$ cat config.mk
export PLATFORM = sky130hd
export DESIGN_NAME = sfx_tone_gen_flat
export DESIGN_NICKNAME = d
export VERILOG_FILES = /design/src/rtl/sfx_pkg.sv /design/src/rtl/sfx_tone_gen_if.sv /design/src/rtl/i2s_serializer.sv /design/src/rtl/sfx_tone_gen.sv /design/src/flat_wrapper.sv
export SDC_FILE = /design/constraint.sdc
export NUM_CORES = 1
export LEC_CHECK = 0
export BUFFER_PORTS_ARGS = -buffer_cell sky130_fd_sc_hd__buf_2
export CORE_UTILIZATION = 43
export CTS_CLUSTER_SIZE = 28
export DETAILED_ROUTE_END_ITERATION = 10
export GPL_ROUTABILITY_DRIVEN = 0
export PLACE_DENSITY_LB_ADDON = 0.05
export SLEW_MARGIN = 10
export SYNTH_ARGS = -nofsm -noshare
export SYNTH_HDL_FRONTEND = slang
export SYNTH_HIERARCHICAL = 1
export SYNTH_SLANG_ARGS = --single-unit
export TNS_END_PERCENT = 50
$ cat constraint.sdc
create_clock -name clk -period 2.72 [get_ports clk]
set_input_delay 0.136 -clock clk [delete_from_list [all_inputs] [get_ports clk]]
set_output_delay 0.136 -clock clk [all_outputs]
set_load 0.02 [all_outputs]
$ cat src/rtl/sfx_pkg.sv
// sfx_pkg: shared constants, types and helpers for the sound-effect tone generator.
//   - TONE_DIV: clk cycles per square-wave period for beats 0..7 at 100 MHz
//   - tone_div_lookup(): table lookup with out-of-range beats mapped to silence
//   - scale_tone_table(): rescales the table to a different system clock
package sfx_pkg;

  localparam int     DIV_W      = 22;
  localparam int     FRAME_BITS = 9;
  localparam int     SAMPLE_W   = 16;
  localparam int     NUM_TONES  = 8;
  localparam int     BEAT_IDX_W = 3;
  localparam longint REF_CLK_HZ = 100_000_000;

  typedef logic [NUM_TONES-1:0][DIV_W-1:0] tone_table_t;

  // Listed from entry 7 down to entry 0; a divider of 0 means silence.
  localparam tone_table_t TONE_DIV = {
    22'd0,      22'd191204, 22'd151685, 22'd127551,
    22'd95602,  22'd127551, 22'd151685, 22'd191204
  };

  function automatic logic [DIV_W-1:0] tone_div_lookup(input logic [7:0] beat);
    logic [DIV_W-1:0] div;
    div = '0;
    if (beat < 8'(NUM_TONES)) begin
      div = TONE_DIV[beat[BEAT_IDX_W-1:0]];
    end
    return div;
  endfunction

  // Elaboration-time only: the periods were tuned for REF_CLK_HZ, so a
  // different clock scales every entry proportionally to keep the pitches.
  function automatic tone_table_t scale_tone_table(input longint clk_hz);
    tone_table_t table_out;
    for (int i = 0; i < NUM_TONES; i++) begin
      table_out[i] = DIV_W'((longint'(tone_div_lookup(8'(i))) * clk_hz) / REF_CLK_HZ);
    end
    return table_out;
  endfunction

endpackage

$ cat src/rtl/sfx_tone_gen_if.sv
// sfx_tone_gen_if: control inputs and I2S/status outputs of the tone generator.
//   en, ibeat, volume           : driven by the game logic (master)
//   audio_mclk/lrck/sck/sdin    : I2S DAC pins, driven by the generator (slave)
//   tone_active                 : high while a non-silent tone is selected
interface sfx_tone_gen_if;
  logic       en;
  logic [7:0] ibeat;
  logic [2:0] volume;
  logic       audio_mclk;
  logic       audio_lrck;
  logic       audio_sck;
  logic       audio_sdin;
  logic       tone_active;

  modport master (
    output en, ibeat, volume,
    input  audio_mclk, audio_lrck, audio_sck, audio_sdin, tone_active
  );

  modport slave (
    input  en, ibeat, volume,
    output audio_mclk, audio_lrck, audio_sck, audio_sdin, tone_active
  );
endinterface

$ cat src/rtl/i2s_serializer.sv
// i2s_serializer: free-running 512-clk I2S frame generator.
//   clk, reset (async, active-low)
//   sample      : signed 16-bit sample, captured once per frame
//   audio_mclk  : clk/4      audio_sck : clk/16
//   audio_lrck  : 0 = left half, 1 = right half of the frame
//   audio_sdin  : held sample, MSB first, same value on both channels
module i2s_serializer
  import sfx_pkg::*;
(
  input  logic                clk,
  input  logic                reset,
  input  logic [SAMPLE_W-1:0] sample,
  output logic                audio_mclk,
  output logic                audio_lrck,
  output logic                audio_sck,
  output logic                audio_sdin
);

  logic [FRAME_BITS-1:0] fcnt_q, fcnt_d;
  logic [SAMPLE_W-1:0]   sample_hold_q, sample_hold_d;
  logic mclk_q, mclk_d, lrck_q, lrck_d, sck_q, sck_d, sdin_q, sdin_d;

  // The sample is latched on the last count of a frame so the whole next
  // frame (both channels) shifts out one stable value. Every pin is a
  // registered copy of the current count, so all of them lag fcnt by one clk
  // and sdin only moves while sck is low.
  always_comb begin
    fcnt_d        = fcnt_q + FRAME_BITS'(1);
    sample_hold_d = (fcnt_q == '1) ? sample : sample_hold_q;
    mclk_d        = fcnt_q[1];
    sck_d         = fcnt_q[3];
    lrck_d        = fcnt_q[FRAME_BITS-1];
    sdin_d        = sample_hold_q[4'd15 - fcnt_q[7:4]];
  end

  always_ff @(posedge clk or negedge reset) begin
    if (!reset) begin
      fcnt_q        <= '0;
      sample_hold_q <= '0;
      mclk_q        <= 1'b0;
      lrck_q        <= 1'b0;
      sck_q         <= 1'b0;
      sdin_q        <= 1'b0;
    end else begin
      fcnt_q        <= fcnt_d;
      sample_hold_q <= sample_hold_d;
      mclk_q        <= mclk_d;
      lrck_q        <= lrck_d;
      sck_q         <= sck_d;
      sdin_q        <= sdin_d;
    end
  end

  assign audio_mclk = mclk_q;
  assign audio_lrck = lrck_q;
  assign audio_sck  = sck_q;
  assign audio_sdin = sdin_q;

endmodule

$ cat src/rtl/sfx_tone_gen.sv
// sfx_tone_gen: maps a beat index to a square-wave tone and streams it to
// the I2S DAC.
//   clk, reset (async, active-low)
//   bus.en, bus.ibeat, bus.volume     : tone selection and loudness
//   bus.audio_*                       : I2S pins (from i2s_serializer)
//   bus.tone_active                   : registered "non-silent tone selected"
module sfx_tone_gen
  import sfx_pkg::*;
#(
  parameter int                  CLK_HZ    = 100_000_000,
  parameter int                  NUM_BEATS = 8,
  parameter logic [SAMPLE_W-1:0] AMPLITUDE = 16'h4000
) (
  input  logic          clk,
  input  logic          reset,
  sfx_tone_gen_if.slave bus
);

  localparam tone_table_t DIV_TABLE  = scale_tone_table(longint'(CLK_HZ));
  localparam logic [7:0]  BEAT_LIMIT = 8'((NUM_BEATS < NUM_TONES) ? NUM_BEATS : NUM_TONES);

  logic [DIV_W-1:0]    div_eff;
  logic [DIV_W-1:0]    div_q, div_d;
  logic [DIV_W-1:0]    tone_cnt_q, tone_cnt_d;
  logic                tone_active_q, tone_active_d;
  logic [SAMPLE_W-1:0] amp;
  logic [SAMPLE_W-1:0] sample;

  // Disabled or out-of-range beats select a divider of 0, i.e. silence.
  always_comb begin
    div_eff = '0;
    if (bus.en && (bus.ibeat < BEAT_LIMIT)) begin
      div_eff = DIV_TABLE[bus.ibeat[BEAT_IDX_W-1:0]];
    end
  end

  // div_q remembers last clk's divider so a beat change restarts the phase.
  always_comb begin
    div_d         = div_eff;
    tone_active_d = (div_eff != '0);
    tone_cnt_d    = tone_cnt_q + DIV_W'(1);
    if ((div_eff == '0) || (div_eff != div_q) || (tone_cnt_q >= div_eff - DIV_W'(1))) begin
      tone_cnt_d = '0;
    end
  end

  // First half of the period is +amp, second half -amp.
  always_comb begin
    amp = '0;
    if (bus.volume != 3'd0) begin
      amp = AMPLITUDE >> (3'd7 - bus.volume);
    end
    sample = '0;
    if (div_eff != '0) begin
      sample = (tone_cnt_q < (div_eff >> 1)) ? amp : (~amp + SAMPLE_W'(1));
    end
  end

  always_ff @(posedge clk or negedge reset) begin
    if (!reset) begin
      div_q         <= '0;
      tone_cnt_q    <= '0;
      tone_active_q <= 1'b0;
    end else begin
      div_q         <= div_d;
      tone_cnt_q    <= tone_cnt_d;
      tone_active_q <= tone_active_d;
    end
  end

  assign bus.tone_active = tone_active_q;

  i2s_serializer u_serializer (
    .clk        (clk),
    .reset      (reset),
    .sample     (sample),
    .audio_mclk (bus.audio_mclk),
    .audio_lrck (bus.audio_lrck),
    .audio_sck  (bus.audio_sck),
    .audio_sdin (bus.audio_sdin)
  );

endmodule
$ cat src/flat_wrapper.sv
// flat-port wrapper written by rule: the top's interface ports become plain ports
module sfx_tone_gen_flat import sfx_pkg::*;
#(
  parameter int                  CLK_HZ    = 100_000_000,
  parameter int                  NUM_BEATS = 8,
  parameter logic [SAMPLE_W-1:0] AMPLITUDE = 16'h4000
)
  (clk, reset, bus_en, bus_ibeat, bus_volume, bus_audio_mclk, bus_audio_lrck, bus_audio_sck, bus_audio_sdin, bus_tone_active);
  sfx_tone_gen_if bus_i ();
  input  logic clk;
  input  logic reset;
  input wire logic [$bits(bus_i.en)-1:0] bus_en;
  input wire logic [$bits(bus_i.ibeat)-1:0] bus_ibeat;
  input wire logic [$bits(bus_i.volume)-1:0] bus_volume;
  output wire logic [$bits(bus_i.audio_mclk)-1:0] bus_audio_mclk;
  output wire logic [$bits(bus_i.audio_lrck)-1:0] bus_audio_lrck;
  output wire logic [$bits(bus_i.audio_sck)-1:0] bus_audio_sck;
  output wire logic [$bits(bus_i.audio_sdin)-1:0] bus_audio_sdin;
  output wire logic [$bits(bus_i.tone_active)-1:0] bus_tone_active;
  assign bus_i.en = bus_en;
  assign bus_i.ibeat = bus_ibeat;
  assign bus_i.volume = bus_volume;
  assign bus_audio_mclk = bus_i.audio_mclk;
  assign bus_audio_lrck = bus_i.audio_lrck;
  assign bus_audio_sck = bus_i.audio_sck;
  assign bus_audio_sdin = bus_i.audio_sdin;
  assign bus_tone_active = bus_i.tone_active;
  sfx_tone_gen #(.CLK_HZ(CLK_HZ), .NUM_BEATS(NUM_BEATS), .AMPLITUDE(AMPLITUDE)) u_core (.clk(clk), .reset(reset), .bus(bus_i));
endmodule
==> After elaboration in Yosys (flattened, before gate mapping) <==
Memories as Yosys holds them, arrays and structs flattened.
Index checks and enable logic that the tools add are counted.
Widths: inputs -> output; s select.
{ "op_classes": {"bitwise_logic": 1, "shifts": 1, "muxes": 8, "mul": 0, "n_reduce_logical": 6, "order_cmp": 5, "n_addsub": 6, "n_eq_ne": 2, "n_div": 0} }
{ "ops": {"columns": ["operator", "count"], "rows": [
  ["$mux 22", 3],
  ["$mux 16", 3],
  ["$add 22x1->22 const B", 1],
  ["$ge 22x22->1", 1],
  ["$logic_not 22->1", 1],
  ["$lt 22x21->1", 1],
  ["$ne 22x22->1", 1],
  ["$reduce_bool 22->1", 1],
  ["$sub 22x1->22 const B", 1],
  ["$add 16x1->16 const B", 1],
  ["$not 16->16", 1],
  ["$shr 15x3->16 const A", 1],
  ["$add 9x1->9 const B", 1],
  ["$eq 9x9->1 const B", 1],
  ["$lt 8x4->1 const B", 1],
  ["$lt 4x5->1 const B", 1],
  ["$bmux 1 s4", 1],
  ["$lt 3x4->1 const B", 1],
  ["$sub 4x4->4 const A", 1],
  ["$reduce_bool 3->1", 1],
  ["$sub 3x3->3 const A", 1],
  ["$logic_or 1x1->1", 2],
  ["$logic_and 1x1->1", 1],
  ["$mux 1", 1]
]} }
{ "word_totals": {"ff_bits": 74, "memories": 1, "rom_bits": 176, "latch_bits": 0, "output_inout_bits": 5, "ramBits": 0} }
{ "memory_table": {"columns": ["memory", "depth", "word_bits", "rd", "rd_clocked_by_memory_dff", "write_ports", "line", "source"], "rows": [
  ["(name not given)", 8, 22, 1, 0, 0, "sfx_tone_gen.sv:33", "div_eff = DIV_TABLE[bus.ibeat[BEAT_IDX_W-1:0]];"]
]} }

==> Longest topological paths before layout <==
Gate-level depths: netlist of run 1.
{ "logic_depth": {"depth_word": 7, "mapped_depth": 20, "ltp_nobuf": 16} }

==> Hierarchy <==
Netlist of run 1, hierarchy kept.
{ "by_module_without_submodules": {"columns": ["module", "cells_each", "area_each_um2", "n_inst"], "rows": [
  ["sfx_tone_gen", 408, 3518.4, 1],
  ["i2s_serializer", 73, 1193.6, 1]
]} }

==> Least setup slack after synthesis of run 1 <==
Ideal clock, no wire load.
{ "synth_path": {"path_kind": "input to register", "from": "input port bus_ibeat[1]", "to": "register u_core.tone_cnt_q[13]", "t_arrival_ns": 3.813, "path_buffers": 3, "required_time_ns": 2.594, "cell_stages": 17, "slack_ns": -1.220, "cell_sequence": "inv_1 -> ha_1 -> mux2i_1 -> nand3_1 -> o41ai_4 -> and2_1 -> buf_2 -> buf_2 -> inv_1 -> ha_1 -> nand4_1 -> or3_1 -> or3_1 -> o221ai_1 -> or4_1 -> buf_2 -> nor3_2"} }
{ "synth_between": {"elab_chain_cells": 7, "word_cells_on_any_way": 12, "classes_between": "1 x add/sub; 2 x order compare; 1 x eq/ne; 3 x mux; 4 x reduce/logical; 1 x memory"} }
{ "synth_rtl": {"columns": ["item", "line", "source"], "rows": [
  ["start: declaration", "flat_wrapper.sv:13", "input wire logic [$bits(bus_i.ibeat)-1:0] bus_ibeat;"],
  ["$lt 8x4->1 / $mem_v2 8x22 (equally long branches)", null, null],
  ["$logic_and 1x1->1 / $mux 22 (equally long branches)", "sfx_tone_gen.sv:32, sfx_tone_gen.sv:33", null],
  ["$mux 22 *", "sfx_tone_gen.sv:32", "if (bus.en && (bus.ibeat < BEAT_LIMIT)) begin"],
  ["$sub 22x1->22, or another cell as far along", "sfx_tone_gen.sv:42", "if ((div_eff == '0) || (div_eff != div_q) || (tone_cnt_q >= div_eff - DIV_W'(1))) begin"],
  ["$ge 22x22->1 / $logic_or 1x1->1 (equally long branches)", "sfx_tone_gen.sv:42", null],
  ["$logic_or 1x1->1 *", "sfx_tone_gen.sv:42", null],
  ["$mux 22 *", "sfx_tone_gen.sv:42", null],
  ["via u_core.tone_cnt_d[13]", "sfx_tone_gen.sv:24", "logic [DIV_W-1:0] tone_cnt_q, tone_cnt_d;"],
  ["end signal: assignment", "sfx_tone_gen.sv:66", "tone_cnt_q <= tone_cnt_d;"],
  ["end: declaration", "sfx_tone_gen.sv:24", null]
]} }
Mark *: on every way through the listed nets, which the timed path passes. The rest lies on a longest branch. The select of a mux whose other input is x is not followed.
A chain may end at the register's enable or synchronous reset.

==> Final worst setup path of run 1 <==
{ "layout_path": {"from": "input port bus_ibeat[0]", "to": "register u_core.tone_cnt_q[5]"} }
The elaborated chain is that of the path after synthesis.

==> results of run 1 <==
worst max-delay path: stages:
cell and delay, ps:
buf_2 110, buf_4 190, ha_2 200, nor3b_2 240, o21ai_4 100, o41ai_4 360
and2_4 250, buf_12 120, nor2_4 30, ha_4 260, nand4_1 80, or3_4 400
or3_4 330, o221ai_2 150, or4_4 240, clkbuf_16 180, nor3_2 40
state kept, by name, summed over array words and instances, names as in the netlist:
register and count:
u_core/u_serializer/audio_lrck 1, u_core/u_serializer/audio_mclk 1, u_core/u_serializer/audio_sdin 1, u_core/u_serializer/sample_hold_q 16
u_core/u_serializer/fcnt_q 9, u_core/u_serializer/audio_sck 1, u_core/tone_cnt_q 22, u_core/div_q 12
u_core/bus.tone_active 1
per-layer routing:
layer  GRT usage [%]  share of wire, %
met1            34.0                49
met4            6.46               1.7
met2            39.2                47
met3            2.92               1.9
met5               0                 0
layout by cell type (no fill, tap or decap), types with 3 or more instances in the layout:
cell,n
nor3_4,13
nor3_2,12
nand4_1,14
inv_2,4
buf_6,13
mux2i_1,7
xor2_1,16
o21a_1,5
nor2b_1,7
buf_2,14
o22ai_1,3
conb_1,8
mux2_2,16
a21o_1,7
and4_1,3
or3_1,3
bufinv_16,3
nor3b_1,3
xnor2_1,20
nor3_1,8
a21oi_2,5
o21ai_0,7
buf_12,3
dfrtp_1,64
nor4_1,4
nor2_1,30
ha_4,10
inv_1,25
a211oi_1,5
ha_1,40
nor2_4,4
a21oi_1,18
mux4_1,4
clkbuf_8,10
nand3_1,16
nand2_1,24
buf_4,100
and3_1,5
cell type report:
cell class	count	area share, %
Sequential cell	64	24.3
Timing Repair Buffer	133	16.5
Clock inverter	6	1.75
Inverter	30	1.77
Multi-Input combinational cell	372	51.0
Clock buffer	10	2.09
Tap cell	136	2.58
synthesized netlist by cell type (all sizes together) (9+ instances only):
master  instances
a21oi          25
buf            15
dfrtp          64
ha             51
inv            30
mux2           16
mux2i           9
nand2          25
nand3          17
nand4          14
nor2           35
nor2b           9
nor3           33
o21ai          10
xnor2          21
xor2           16
logic make-up (layout without fill, tap and decap cells):
| kind of cell | count (synthesis) | count (layout) | synth area share [%] |
|---|---|---|---|
| XOR/XNOR | 37 | 37 | 6.88 |
| adder cells (fa/ha/maj) | 51 | 51 | 13.5 |
| flip-flops | 64 | 64 | 34.0 |
| multiplexers | 29 | 29 | 7.97 |
| other | 1 | 8 | 0.0796 |
| AO/OA/AOI/OAI | 79 | 79 | 11.6 |
| buffers and inverters | 52 | 179 | 5.18 |
| AND/OR/NAND/NOR | 168 | 168 | 20.8 |
power by group through the flow:
| stage | clock network (µW) | registers (µW) | logic [µW] |
|---|---|---|---|
| 6_report | 1050 | 954 | 339 |
| 5_1_grt | 1110 | 954 | 369 |
| 4_1_cts | 1070 | 954 | 306 |
| 3_5_place_dp | 0 | 973 | 268 |
| 3_3_place_gp | 0 | 973 | 265 |
| 2_1_floorplan | 0 | 973 | 144 |
timing repair:
action,4_1_cts,5_1_grt
resized for setup,37,43
setup buffers,10,6
cloned,2,1
hold buffers,1,0
hold endpoints to repair,20,0
pin swaps,15,41
setup endpoints to repair,29,29
through the flow:
stage | total power (µW) | area (µm²)
4_1_cts | 2330 | 6290
2_1_floorplan | 1120 | 4890
3_5_place_dp | 1240 | 5730
5_1_grt | 2430 | 6590
6_report | 2340 | 6590
3_3_place_gp | 1240 | 5730
path summary, 6_finish.rpt:
kind                                          startpoint                                     to  depth (start not counted)
max                                         bus_ibeat[0]                   u_core/tone_cnt_q[5]                         17
min reg2reg                u_core/u_serializer/fcnt_q[8]         u_core/u_serializer/audio_lrck                          0
min                                         bus_ibeat[7]                        u_core/div_q[7]                          5
max in group asynchronous                          reset                   u_core/tone_cnt_q[8]                          3
min in group asynchronous                          reset                 u_core/bus.tone_active                          2
max reg2reg                         u_core/tone_cnt_q[7]  u_core/u_serializer/sample_hold_q[10]                         10
==> results.yml, run 1 <==
die:
  die_h_um: 107
  die_w_um: 107
  die_area_um2: 11400
  core_um2: 10500
  rows: 37
  pin_count: 19
  start_util_pct: 45.0
clocking:
  worst_skew_pair.late_latency_ps: 350
  clockRootBuffer: "clkbuf_8"
  numCtsBuffers: 9
  path_clk_slew_ps: 70
  cts.path.max_buffers: 2
  cts.sinks: 64
  tritoncts: "done"
  htree_levels: 3
detailed_routing:
  drtPass1Iterations: 4
  drc: 0
  drtIter0Drc: 165
  vias: 4060
  wl_per_cell_um: 17.1
  drt.antenna.violating_nets: 0
  routed_via_density: 5.41
  drt_wl_total_mm: 12.9
synth:
  synth_edf_count: 0
  synth_cell_type_count: 56
  synth.area.top_cells: "dfrtp_1 (34%), ha_1 (14%), nor3_2 (4.5%)"
  ys_warn_count: 6
  synthCells: 481
  yosys_most_used_dff: "dfrtp_1"
  synth-async-reset-ratio_pct: 100
  postSynthRegisterBits: 64
  syn_avg_cell_area_um2: 9.80
  synth_top_area_share_pct: 34.0
  synth_area_leader_cell: "dfrtp_1"
  synth_area_um2: 4710
  seq_area_frac_synth_pct: 34.0
layout:
  nets: 675
  multi_input_area_um2: 3360
  drive_above_1_share_pct: 39.5
  ff_latch_area_um2: 1600
  antenna_cells: 0
  fin_util_pct: 63.0
  fill_cells: 891
  final_cells: 751
  area_delta_synth_final_pct: 39.9
placement:
  dp_hpwl_mm: 9.26
  pre_cts_ws_ps: -997
  io_buffer_count: 18
  place_inst: 716
sta:
  slew_viol_final: 0
  hold_viol_final: 0
  fin_crit_sh_pct: 119
  skew_ps: 14.5
  fmax_mhz: 310
  rsz0062_at_grt: "true"
  fin_tns_setup_ps: -12410
  tightest_slew_ps: 994
  period_needed_ps: 3230
  finalSetupViolCount: 29
  slew_headroom_pct: 33.7
  setup_slack_ps: -505
  whs_ps: 258
critical_path:
  critPathCaptureType: "register"
  critical_path_arrival_ps: 3450
  r2r_setup_slack_ps: 80
  crit_required_ps: 2940
  worstSetupPathType: "in -> reg"
  cp_max_fo: 10
  start_kind: "input pin"
run_status:
  violations: "setup timing"
  outcome: "finished, violations left"
pwr:
  p_int_uw: 1750
  ir_worst_vdd_v: 0.000274
  p_clk_share_pct: 44.8
  power_frac_comb_pct: 14.5
  power_frac_seq_pct: 40.7
  p_sw_share_pct: 25.3
  p_leak_uw: 0.00319
  switchingPower_uw: 594
  p_per_area_nw_per_um2: 356
global_route:
  grt_pass1_vias: 4149
  grt_max_degree: 45
  track_usage_pct: 24.1
  antenna_found_initial: 0
  grt_pass1_wl_mm: 21.4
  overflow: 0
hold_path:
  hp-class: "in -> reg"
job:
  maxCapViolCount: 0
(Power assumes the default switching activity.)
==> run 2, diff against run 1 <==
--- a/config.mk
+++ b/config.mk
@@ -11,6 +11,7 @@
 export DETAILED_ROUTE_END_ITERATION = 10
 export GPL_ROUTABILITY_DRIVEN = 0
 export PLACE_DENSITY_LB_ADDON = 0.05
+export SKIP_LAST_GASP = 1
 export SLEW_MARGIN = 10
 export SYNTH_ARGS = -nofsm -noshare
 export SYNTH_HDL_FRONTEND = slang
==> constraint.sdc (replaced) <==
create_clock -name clk -period 3 [get_ports clk]
set_input_delay 0.15 -clock clk [delete_from_list [all_inputs] [get_ports clk]]
set_output_delay 0.15 -clock clk [all_outputs]
set_load 0.02 [all_outputs]
==> results.yml, run 2 (synthesis results as in run 1) <==
layout:
  area_delta_synth_final_pct: 37.1
  antenna_cells: 0
  top_register: "u_core/tone_cnt_q"
  nets: 659
  largest_reg_flops: 22
  fill_cells: 906
  drive_above_1_share_pct: 38.7
  layout_commonest_cell: "buf_4"
  final_cell_mix: "buf_4 (83), dfrtp_1 (64), ha_1 (41), nor2_1 (30), inv_1 (27)"
  largestRegisters: "u_core/tone_cnt_q (22), u_core/u_serializer/sample_hold_q (16), u_core/div_q (12)"
global_route:
  grt-busiest-layer: "met2"
  track_usage_pct: 23.3
  overflow: 0
  grt_use_met3_pct: 3.40
  grt_max_degree: 26
  grt_use_met1_pct: 32.6
  antenna_found_initial: 0
  grt_pass1_vias: 4029
  grt_pass1_wl_mm: 20.5
  use_met2_pct: 37.4
detailed_routing:
  drt.antenna.violating_nets: 0
  drt_wl_total_mm: 12.3
  routed_via_density: 5.42
  drtPass1Iterations: 4
  vias: 3987
  drc: 0
  wl_per_cell_um: 16.8
  drtIter0Drc: 219
clocking:
  htree_levels: 3
  cts.path.max_buffers: 2
  cts.sinks: 64
  tritoncts: "done"
  worst_skew_pair.late_latency_ps: 350
  clockRootBuffer: "clkbuf_8"
  path_clk_slew_ps: 80
  numCtsBuffers: 9
die:
  die_area_um2: 11400
  die_h_um: 107
  rows: 37
  pin_count: 19
  start_util_pct: 45.0
  die_w_um: 107
  core_um2: 10500
pwr:
  p_clk_share_pct: 45.0
  power_frac_seq_pct: 41.2
  power_uw: 2100
  p_per_area_nw_per_um2: 325
  p_sw_share_pct: 25.0
  p_int_uw: 1570
  switchingPower_uw: 523
  ir_worst_vdd_v: 0.000268
  power_frac_comb_pct: 13.8
  p_leak_uw: 0.00311
sta:
  skew_ps: 10.6
  setup_slack_ps: -313
  slew_headroom_pct: 50.4
  fmax_mhz: 302
  slew_viol_final: 0
  tightest_slew_ps: 744
  fin_tns_setup_ps: -6240
  period_needed_ps: 3310
  fin_crit_sh_pct: 110
  rsz0062_at_grt: "true"
  finalSetupViolCount: 27
  hold_viol_final: 0
critical_path:
  crit_required_ps: 3270
  critical_path_arrival_ps: 3580
  path_buf_inv: 5
  worstSetupPathType: "in -> reg"
  critPathCaptureType: "register"
  cp_slowest_cell: "or4_4"
  crit_family: "simple AND/OR/NAND/NOR gates"
  start_kind: "input pin"
  cp_slowest_stage_delay_ps: 640
  path_cells: "buf_6, buf_6, or4_4, buf_6, nor3_4, inv_2, ha_4, nand3_1, o21a_1, o22ai_2, ha_1, a21o_1, a21o_1, a21oi_2, o22ai_1, or4_4, buf_16, nor3_2"
  cpMostUsedCell: "buf_6"
  cp_max_fo: 8
hold_path:
  hp-class: "in -> reg"
run_status:
  violations: "setup timing"
  outcome: "finished, violations left"
placement:
  dp_hpwl_mm: 9.21
  io_buffer_count: 18
job:
  maxCapViolCount: 0
-- run 2: layout make-up --
class / count / area, µm² / share of cell area, %
multi-input combinational: 372 / 3340 / 51.8
tap: 136 / 170 / 2.63
inverter: 30 / 116 / 1.80
clock buffer: 10 / 138 / 2.13
sequential: 64 / 1600 / 24.8
clock inverter: 6 / 115 / 1.78
timing repair buffer: 117 / 975 / 15.1
-- run 2: what timing repair did --
action                                  4_1_cts  5_1_grt
endpoints found under the setup margin       28       29
buffers inserted                              8        4
hold endpoints to repair                     22        0
hold buffers                                  1        0
resized for setup                            26       49
pin swaps                                     4       43
gates cloned                                  2        2
-- run 2: path summary, 6_finish.rpt --
kind | startpoint | end | slack (ps) | cells after the start
max | bus_ibeat[7] | u_core/tone_cnt_q[5] | -310 | 18
min | bus_ibeat[4] | u_core/div_q[7] | 270 | 5
max reg2reg | u_core/tone_cnt_q[8] | u_core/u_serializer/sample_hold_q[10] | 390 | 10
min reg2reg | u_core/u_serializer/fcnt_q[8] | u_core/u_serializer/audio_lrck | 390 | 0
max in group asynchronous | reset | u_core/u_serializer/sample_hold_q[0] | 1880 | 3
min in group asynchronous | reset | u_core/bus.tone_active | 360 | 2
-- run 2: power by group through the flow --
stage / Clock, µW / Sequential, µW / Combinational [µW]
6_report: 944 / 865 / 288
5_1_grt: 1000 / 865 / 314
4_1_cts: 964 / 865 / 263
3_5_place_dp: 0 / 882 / 237
3_3_place_gp: 0 / 882 / 233
2_1_floorplan: 0 / 882 / 130
-- run 2: routing by layer --
layer / part of all wire [%] / wire length (µm)
met1: 49 / 6030
met5: 0 / 0
met2: 46 / 5680
met4: 1.6 / 196
met3: 3.3 / 407
-- run 2: stage by stage --
stage | instance area, µm² | hold WS, ps | utilization, % | setup WS (ps) | cells
CTS | 6120 | 265 | 58.5 | -261 | 730
global route | 6460 | 272 | 61.7 | -386 | 735
finish | 6460 | 272 | 61.7 | -313 | 735
floorplan | 4890 | -146 | - | -387 | 488
global placement | 5630 | 179 | 53.9 | -767 | 703
detailed placement | 5630 | 191 | 53.9 | -773 | 703
-- run 2: worst register-to-register path: cells and delay by family (launching register included) --
| family | cells | cell delay [ps] |
|---|---|---|
| muxes | 1 | 160 |
| adders and majority gates | 1 | 310 |
| AOI/OAI and AO/OA | 3 | 390 |
| and+or+nand+nor | 3 | 1020 |
| DFF | 1 | 410 |
| buffers and inverters | 2 | 270 |
